$ cat src/rtl/sdram_arbiter.sv
// rtl/sdram_arbiter.sv - two-port SDRAM controller arbiter with watchdog
// Optional: define SDRAM_ARB_RR_EN for round-robin; otherwise port 0 has fixed priority.
module sdram_arbiter #(
    parameter int TIMEOUT_CYCLES = 64
) (
    input  logic        clk,
    input  logic        rst,
    input  logic        req0,
    input  logic        req1,
    input  logic [1:0]  len0,
    input  logic [1:0]  len1,
    input  logic [25:0] addr0,
    input  logic [25:0] addr1,
    input  logic [31:0] wdata0,
    input  logic [31:0] wdata1,
    output logic        ack0,
    output logic        ack1,
    output logic [31:0] rdata0,
    output logic [31:0] rdata1,
    output logic [25:0] mem_addr,
    output logic [31:0] mem_wdata,
    output logic [1:0]  mem_wlen,
    output logic        mem_start,
    input  logic        mem_done,
    input  logic [31:0] mem_rdata,
    output logic        busy,
    output logic        owner,
    output logic        timeout_err
);

    typedef enum logic [1:0] {ST_IDLE, ST_ISSUE, ST_WAIT} state_t;

    localparam logic [7:0] TERM_CNT = 8'(TIMEOUT_CYCLES - 1);

    state_t      state_q, state_d;
    logic [7:0]  cnt_q, cnt_d;
    logic [25:0] mem_addr_q, mem_addr_d;
    logic [31:0] mem_wdata_q, mem_wdata_d;
    logic [1:0]  mem_wlen_q, mem_wlen_d;
    logic        mem_start_q, mem_start_d;
    logic        ack0_q, ack0_d, ack1_q, ack1_d;
    logic [31:0] rdata0_q, rdata0_d, rdata1_q, rdata1_d;
    logic        owner_q, owner_d;
    logic        terr_q, terr_d;
    logic        elig0, elig1, winner;

    // A port acked this cycle is masked so its still-high req cannot re-win.
    assign elig0 = req0 & ~ack0_q;
    assign elig1 = req1 & ~ack1_q;

`ifdef SDRAM_ARB_RR_EN
    logic last_q, last_d;
    assign winner = (elig0 & elig1) ? ~last_q : elig1;
`else
    assign winner = ~elig0;
`endif

    always_comb begin
        state_d     = state_q;
        cnt_d       = cnt_q;
        mem_addr_d  = mem_addr_q;
        mem_wdata_d = mem_wdata_q;
        mem_wlen_d  = mem_wlen_q;
        mem_start_d = 1'b0;
        ack0_d      = 1'b0;
        ack1_d      = 1'b0;
        rdata0_d    = rdata0_q;
        rdata1_d    = rdata1_q;
        owner_d     = owner_q;
        terr_d      = terr_q;
`ifdef SDRAM_ARB_RR_EN
        last_d      = last_q;
`endif
        case (state_q)
            ST_IDLE: begin
                if (elig0 | elig1) begin
                    mem_addr_d  = winner ? addr1 : addr0;
                    mem_wdata_d = winner ? wdata1 : wdata0;
                    mem_wlen_d  = winner ? len1 : len0;
                    owner_d     = winner;
                    mem_start_d = 1'b1;
                    state_d     = ST_ISSUE;
`ifdef SDRAM_ARB_RR_EN
                    last_d      = winner;
`endif
                end
            end
            ST_ISSUE: begin
                cnt_d   = 8'd0;
                state_d = ST_WAIT;
            end
            ST_WAIT: begin
                cnt_d = cnt_q + 8'd1;
                // A done in the terminal-count cycle wins over the watchdog.
                if (mem_done || cnt_q == TERM_CNT) begin
                    if (mem_done && mem_wlen_q == 2'b00) begin
                        if (owner_q) rdata1_d = mem_rdata;
                        else         rdata0_d = mem_rdata;
                    end
                    if (!mem_done) terr_d = 1'b1;
                    ack0_d  = ~owner_q;
                    ack1_d  = owner_q;
                    state_d = ST_IDLE;
                end
            end
            default: state_d = ST_IDLE;
        endcase
    end

    always_ff @(posedge clk or posedge rst) begin
        if (rst) begin
            state_q     <= ST_IDLE;
            cnt_q       <= 8'd0;
            mem_addr_q  <= 26'd0;
            mem_wdata_q <= 32'd0;
            mem_wlen_q  <= 2'b00;
            mem_start_q <= 1'b0;
            ack0_q      <= 1'b0;
            ack1_q      <= 1'b0;
            rdata0_q    <= 32'd0;
            rdata1_q    <= 32'd0;
            owner_q     <= 1'b0;
            terr_q      <= 1'b0;
`ifdef SDRAM_ARB_RR_EN
            last_q      <= 1'b1;
`endif
        end else begin
            state_q     <= state_d;
            cnt_q       <= cnt_d;
            mem_addr_q  <= mem_addr_d;
            mem_wdata_q <= mem_wdata_d;
            mem_wlen_q  <= mem_wlen_d;
            mem_start_q <= mem_start_d;
            ack0_q      <= ack0_d;
            ack1_q      <= ack1_d;
            rdata0_q    <= rdata0_d;
            rdata1_q    <= rdata1_d;
            owner_q     <= owner_d;
            terr_q      <= terr_d;
`ifdef SDRAM_ARB_RR_EN
            last_q      <= last_d;
`endif
        end
    end

    assign ack0        = ack0_q;
    assign ack1        = ack1_q;
    assign rdata0      = rdata0_q;
    assign rdata1      = rdata1_q;
    assign mem_addr    = mem_addr_q;
    assign mem_wdata   = mem_wdata_q;
    assign mem_wlen    = mem_wlen_q;
    assign mem_start   = mem_start_q;
    assign busy        = (state_q != ST_IDLE);
    assign owner       = owner_q;
    assign timeout_err = terr_q;

endmodule

$ cat config.mk
export PLATFORM = sky130hd
export DESIGN_NAME = sdram_arbiter
export DESIGN_NICKNAME = d
export VERILOG_FILES = /design/src/rtl/sdram_arbiter.sv
export SDC_FILE = /design/constraint.sdc
export NUM_CORES = 1
export LEC_CHECK = 0
export ABC_AREA = 0
export ABC_CLOCK_PERIOD_IN_PS = 7300
export CORE_ASPECT_RATIO = 1.75
export CORE_MARGIN = 2
export CORE_UTILIZATION = 43
export CTS_CLUSTER_SIZE = 16
export DETAILED_ROUTE_END_ITERATION = 10
export GPL_TIMING_DRIVEN = 0
export PLACE_DENSITY = 0.81
export SLEW_MARGIN = 40
export SYNTH_ARGS = -nofsm -noshare
export SYNTH_HDL_FRONTEND = slang
export SYNTH_SLANG_ARGS = --single-unit
$ cat constraint.sdc
create_clock -name clk -period 7.3 [get_ports clk]
set_input_delay 2.19 -clock clk [delete_from_list [all_inputs] [get_ports clk]]
set_output_delay 2.19 -clock clk [all_outputs]
set_load 0.02 [all_outputs]
==> impl_metrics.tcl <==
set metrics [dict create \
    critical-path-top-cell-by-count "sky130_fd_sc_hd__inv_1" \
    fp.dieArea_mm2 0.01652 \
    totalPowerFinal_uw 4244 \
    syn-num-nets 574 \
    numPortBuffers 286 \
    final_tns_setup_ps 0 \
    synth.area.top_cells "sky130_fd_sc_hd__dfrtp_1 (52%), sky130_fd_sc_hd__mux2_4 (26%), sky130_fd_sc_hd__mux2_2 (11%)" \
    final_cell_mix "sky130_fd_sc_hd__clkdlybuf4s50_1 (286), sky130_fd_sc_hd__dfrtp_1 (139), sky130_fd_sc_hd__mux2_4 (116)" \
    synth_enable_flop_cells 0 \
    gr-total-overflow 0 \
    global_route.usage.total_pct 21.06 \
    worst_pin_slew_ps 437.1 \
    final.setup_skew_ps 11.37 \
    fmaxAchievable_mhz 246.8 \
    clkSlewWorstSetupHoldPaths_ps 70 \
    dpl_cell_area_mm2 0.009784 \
    cts.root.buffer_cell "sky130_fd_sc_hd__clkbuf_16" \
    final_core_util_pct 67.88 \
    htreeDepth 4 \
    worst_ir_drop_vdd_mv 0.2041 \
    synth.largest_area_cell "sky130_fd_sc_hd__dfrtp_1" \
    synth_ff_type "sky130_fd_sc_hd__dfrtp_1" \
    synthesis.area_per_instance_um2 16.11 \
    worst_setup_path_end_kind "output port" \
    initial_cell_density_of_the_core_pct 43.66 \
    area.growth.synth_to_final_pct 55.47 \
    clock_latency_ps 420 \
    die_width_um 98.04 \
    synth_async_sr_flop_share_pct 100.0 \
    grt_start_max_net_pins 80 \
    powerDensity_mw_per_mm2 410.2 \
    post-cts-setup-buffer-count 0 \
    slew_headroom_pct 70.86 \
    layout.cells.most_common "sky130_fd_sc_hd__clkdlybuf4s50_1" \
    synth-warning-count 0 \
    cp_slowest_cell "sky130_fd_sc_hd__clkdlybuf4s50_1" \
    number_of_sinks_driven_by_the_clock_tree 139 \
    cts_tree "built" \
    design.final.nets 880 \
    diodes 0 \
    design.portCount 287 \
    path_cells "inv_1 > ha_1 > inv_1 > clkdlybuf4s50_1" \
    setup.worst_path.class "flip-flop to output port" \
    final_max_slew_viol_count 0 \
    layout.filler_cells 1090 \
    grt_first_pass_wirelength_um 27230 \
    timing.final.crit_share_pct 55.50 \
    rows 60 \
    maxCapViolCount 0 \
    power.static_leakage_uw 0.004644 \
    synthDistinctLibCells 40 \
    cts_hold_buffers 0 \
    final-setup-viol-count 0 \
    drt-wirelength-per-cell_um 19.12 \
    tritoncts.num_buffers 17 \
    synth_seq_area_share_pct 52.28 \
    antenna_found_initial 0 \
    post_route_cells_drive_above_1_share_pct 33.06 \
    cp_arrival_ps 1860 \
    syn_area_mm2 0.006654 \
    period_needed_ps 4051 \
    max-clock-path-buffers 2 \
    cts_resized 0 \
    via_count_normalized_by_instance_count 5.038 \
    die_height_um 168.6 \
    max_stage_delay_ps 600 \
    routed_antenna_nets 0 \
    run_status "finished clean" \
    unrepaired_setup_endpoints_after_global_routing "false" \
    synth_cells 413 \
    timing.critical_path.fanout_max 5 \
    final-hold-violation-count 0 \
    critical_path_required_ps 5110 \
    first_global_vias 5170 \
    crit_path_start_kind "flip-flop" \
    postLayoutCellArea_mm2 0.01034 \
    dr.first_iter.drc_count 138 \
    vias 4625 \
    synthDominantCellAreaShare_pct 52.28 \
    post-route-drc-count 0 \
    hpwlAfterDp_um 13480 \
    number_of_flip_flops_and_latches_in_the_synthesized_netlist 139 \
    design.core.area_mm2 0.01524 \
    route.final.wire_length_um 17550 \
    hold_path_class "flip-flop to flip-flop" \
    routabilityCongestion 0.7795 \
    firstDrtPassIters 4 \
]
stage by stage:
stage          setup WS (ps)  hold WS (ps)  std cells
3_3_place_gp          -337.6         461.8        885
3_5_place_dp            3235         458.0        886
6_report                3249         464.0        918
2_1_floorplan           1385         460.0        413
4_1_cts                 3226         471.7        918
5_1_grt                 3184         496.4        918
area by class of cell:
type	instances	area (um^2)	share of cell area, %
well taps	186	232.7	2.250
repair buffers	287	2890	27.94
plain buffers	22	217.7	2.105
multi-input cells	242	2920	28.23
inverters	10	45.04	0.4354
flip-flops and latches	139	3478	33.62
clock inverters	14	121.4	1.173
clock buffers	18	439.2	4.245
flip-flops by register name (all words and copies together) (netlist names), 2 cells and up:
name and cells:
mem_wdata 32, mem_wlen 2, rdata1 32, mem_addr 26, state_q 2, cnt_q 8, rdata0 32
cell families after synthesis:
kind of cell	count (synthesis)	synth area share, %
compound gates	22	2.332
fa+ha+maj	4	0.7522
buf+inv	32	3.836
flops	139	52.28
mux	185	37.83
simple gates	31	2.971
final timing paths:
check                                end   startpoint  slack (ps)  cells past startpoint
setup reg to reg               rdata1[8]   state_q[0]        5340                      8
min in group asynchronous  mem_wdata[10]          rst        2210                      2
max in group asynchronous     state_q[1]          rst        4360                      3
hold reg to reg              timeout_err  timeout_err         460                      2
setup / recovery                    busy   state_q[0]        3250                      4
hold / removal               timeout_err  timeout_err         460                      2
cell usage after synthesis, types with 2 or more instances:
cell type                    n
sky130_fd_sc_hd__nand3_1     4
sky130_fd_sc_hd__nor2b_1     2
sky130_fd_sc_hd__dfrtp_1   139
sky130_fd_sc_hd__mux2_1      5
sky130_fd_sc_hd__nand2b_1    3
sky130_fd_sc_hd__inv_1       9
sky130_fd_sc_hd__o21ai_0     5
sky130_fd_sc_hd__buf_2       6
sky130_fd_sc_hd__buf_4       3
sky130_fd_sc_hd__a21boi_0    3
sky130_fd_sc_hd__nand4_1     2
sky130_fd_sc_hd__nand2_1     5
sky130_fd_sc_hd__mux2_4    116
sky130_fd_sc_hd__o221ai_1    2
sky130_fd_sc_hd__buf_8       5
sky130_fd_sc_hd__o211ai_1    2
sky130_fd_sc_hd__ha_1        4
sky130_fd_sc_hd__a21oi_1     2
sky130_fd_sc_hd__buf_6       8
sky130_fd_sc_hd__or3_1       3
sky130_fd_sc_hd__mux2_2     63
sky130_fd_sc_hd__nor3_1      2
sky130_fd_sc_hd__o31ai_1     3
layer usage:
layer	wire length, um	global-route usage, %	up-vias	share of wire [%]
met4	348	7.367	0	2.0
met2	9969	40.98	201	57
met1	6114	21.62	2309	35
li1	-	-	2088	-
met3	1121	4.789	27	6.4
met5	0	0	-	0
worst max-delay path: cells and delay by family (launching register included):
kind,cells,cell delay (ps)
buffers and inverters,3,790
DFF,1,390
adders and majority gates,1,270
report_power, final:
group	switching, uW	total (uW)	internal [uW]
sequential	200	1310	1110
clock	363	818	456
combinational	929	2120	1190
total	1490	4240	2750
Note: power is estimated with default switching activity, not from simulation.
==> edit, RTL diff (config.mk and constraints unchanged) <==
`rdata0_q` no longer has a reset.
--- a/src/rtl/sdram_arbiter.sv
+++ b/src/rtl/sdram_arbiter.sv
@@ -117,7 +117,6 @@
             mem_start_q <= 1'b0;
             ack0_q      <= 1'b0;
             ack1_q      <= 1'b0;
-            rdata0_q    <= 32'd0;
             rdata1_q    <= 32'd0;
             owner_q     <= 1'b0;
             terr_q      <= 1'b0;
@@ -133,7 +132,6 @@
             mem_start_q <= mem_start_d;
             ack0_q      <= ack0_d;
             ack1_q      <= ack1_d;
-            rdata0_q    <= rdata0_d;
             rdata1_q    <= rdata1_d;
             owner_q     <= owner_d;
             terr_q      <= terr_d;
@@ -141,6 +139,10 @@
             last_q      <= last_d;
 `endif
         end
+    end
+
+    always_ff @(posedge clk) begin
+        rdata0_q <= rdata0_d;
     end
 
     assign ack0        = ack0_q;
Check against the original RTL: differs if rst is asserted again (counterexample within 4 cycles, from zero or initial values and one cycle with rst high); with rst held inactive, the same outputs for 4 cycles.
==> edit against the unedited design <==
Area after synthesis barely moved; via count fell by 4.5%; sequential power fell by 3%; sequential cell count did not move; die area barely moved; sequential share of layout area rose by 1.3 points; setup slack got worse by 0.20 ns; wire length fell by 0.35%; power fell by 4.2%; cell area rose by 0.59%; highest routed layer unchanged.
==> edit: results (changes against the unedited design) <==
synth top area cells: dfrtp_1 40%, mux2_4 33%, edfxtp_1 14%, buf_12 3.0%, mux2_2 1.2% (was dfrtp_1 52%, mux2_4 26%, mux2_2 11%, buf_6 1.4%, buf_8 1.1%)
share of layout cells above drive strength 1: 31.1% (was 33.1%)
clock slew at reported path FFs: 0.06 ns
filler instances: 1066 (was 1090)
asr flop ratio synth: 77.0% (was 100%)
arrival time at the worst endpoint: 4.36 ns (was 1.86 ns)
largest net degree at the start of global routing: 59 (was 80)
total clock buffers created by CTS: 17 (unchanged)
Synth cell types: 42 (was 40)
clk root buf: clkbuf_16 (unchanged)
wire length per cell: 19.7 um (was 19.1 um)
sequential share of the synthesized area: 54.7% (was 52.3%)
Critical Path Start: mem_done (was state_q[0])
EDFF count, synth: 32 (was 0)
Worst Path Max Fanout: 8 (was 5)
Worst Setup End Kind: flip-flop (was primary output)
R2R Setup Slk: 4.71 ns (was 5.34 ns)
drt via density: 4.98 (was 5.04)
worst vdd ir: 0.259 mV (was 0.204 mV)
Lkg Pwr: 4.50 nW (was 4.64 nW)
Synthesis Warnings: 0 (unchanged)
number of nets in the layout: 849 (was 880)
worst reg-to-reg path cell count: 7 (was 8)
first-pass GRT wire length: 27300 um (was 27200 um)
Switch Pwr: 1.36 mW (was 1.49 mW)
DP Wirelength: 13700 um (was 13500 um)
Port Buf Inserts: 286 (unchanged)
final worst slack: 3.05 ns (was 3.25 ns)
worst-margin pin slew: 0.569 ns (was 0.437 ns)
RR Endpoint: rdata0[18] (was rdata1[8])
Post-synth top cells: 146 x mux2_4, 107 x dfrtp_1, 32 x edfxtp_1, 10 x buf_12, 8 x inv_1 (was 139 x dfrtp_1, 116 x mux2_4, 63 x mux2_2, 9 x inv_1, 8 x buf_6)
Clock Skew: 0.0103 ns (was 0.0114 ns)
status: finished clean (unchanged)
Post-Syn Nets: 539 (was 574)
number of DRC markers in iteration 0: 163 (was 138)
slowest stage delay, CP: 0.54 ns (was 0.60 ns)
RD Place Congestion: 0.866 (was 0.780)
pre-CTS setup slack: 2.60 ns (was 3.24 ns)
crit-path leading delay family: buffers and inverters (unchanged)
vias in the first global route: 4929 (was 5170)
Tot GR Track Use: 21.4% (was 21.1%)
==> edit: cell count changes after synthesis, sizes merged, moves of 2 or more <==
cell    unedited run  this run
a21boi             3         0
nand2              5         7
nand3              4         2
buf               22        17
mux2             184       153
edfxtp             0        32
or3                3         1
nor2               1         4
dfrtp            139       107
==> edit: per-stage QoR <==
step,instances,power [mW],instance area [um2]
floorplan,378,2.37,6650
global placement,850,3.16,9740
detailed placement,855,3.22,9810
CTS,887,4.10,10400
global route,887,4.24,10400
finish,887,4.06,10400
==> edit: cells by family after synthesis <==
group / share of synthesized area (%)
muxes: 34.3
buffers and inverters: 4.61
DFF: 54.7
adders and majority gates: 0.753
AOI/OAI and AO/OA: 2.13
and+or+nand+nor: 3.46
==> edit: power groups by stage <==
stage / clock (mW) / sequential (mW) / combinational (mW)
2_1_floorplan: 0 / 1.58 / 0.790
3_3_place_gp: 0 / 1.26 / 1.90
3_5_place_dp: 0 / 1.27 / 1.95
4_1_cts: 0.879 / 1.27 / 1.96
5_1_grt: 0.913 / 1.30 / 2.02
6_report: 0.863 / 1.27 / 1.93
==> edit: layout make-up <==
class	instances	share of cell area (%)
plain buffers	17	2.62
clock buffers	18	4.22
clock inverters	14	1.53
inverters	9	0.397
multi-input cells	213	26.0
flip-flops and latches	139	35.0
well taps	186	2.24
repair buffers	291	28.0
==> edit: how the worst min path moves through the flow <==
stage / start / end / slack (ns) / cells past startpoint
after floorplan: cnt_q[7] / timeout_err / 0.46 / 1
after global placement: timeout_err / timeout_err / 0.46 / 2
after detailed placement: timeout_err / timeout_err / 0.48 / 2
after CTS: timeout_err / timeout_err / 0.49 / 2
after global routing: timeout_err / timeout_err / 0.51 / 2
final: timeout_err / timeout_err / 0.49 / 2
==> edit: worst min-delay path: stages, from the launching register on <==
cell	delay, ns
dfrtp_1	0.35
inv_1	0.04
o31ai_1	0.06
==> edit: routing by layer <==
metal,wire length [um],vias to the layer above,track usage (%)
li1,-,2001,-
met1,6020,2174,23.1
met2,9990,206,40.2
met3,920,38,4.13
met4,566,0,8.88
met5,0,-,0
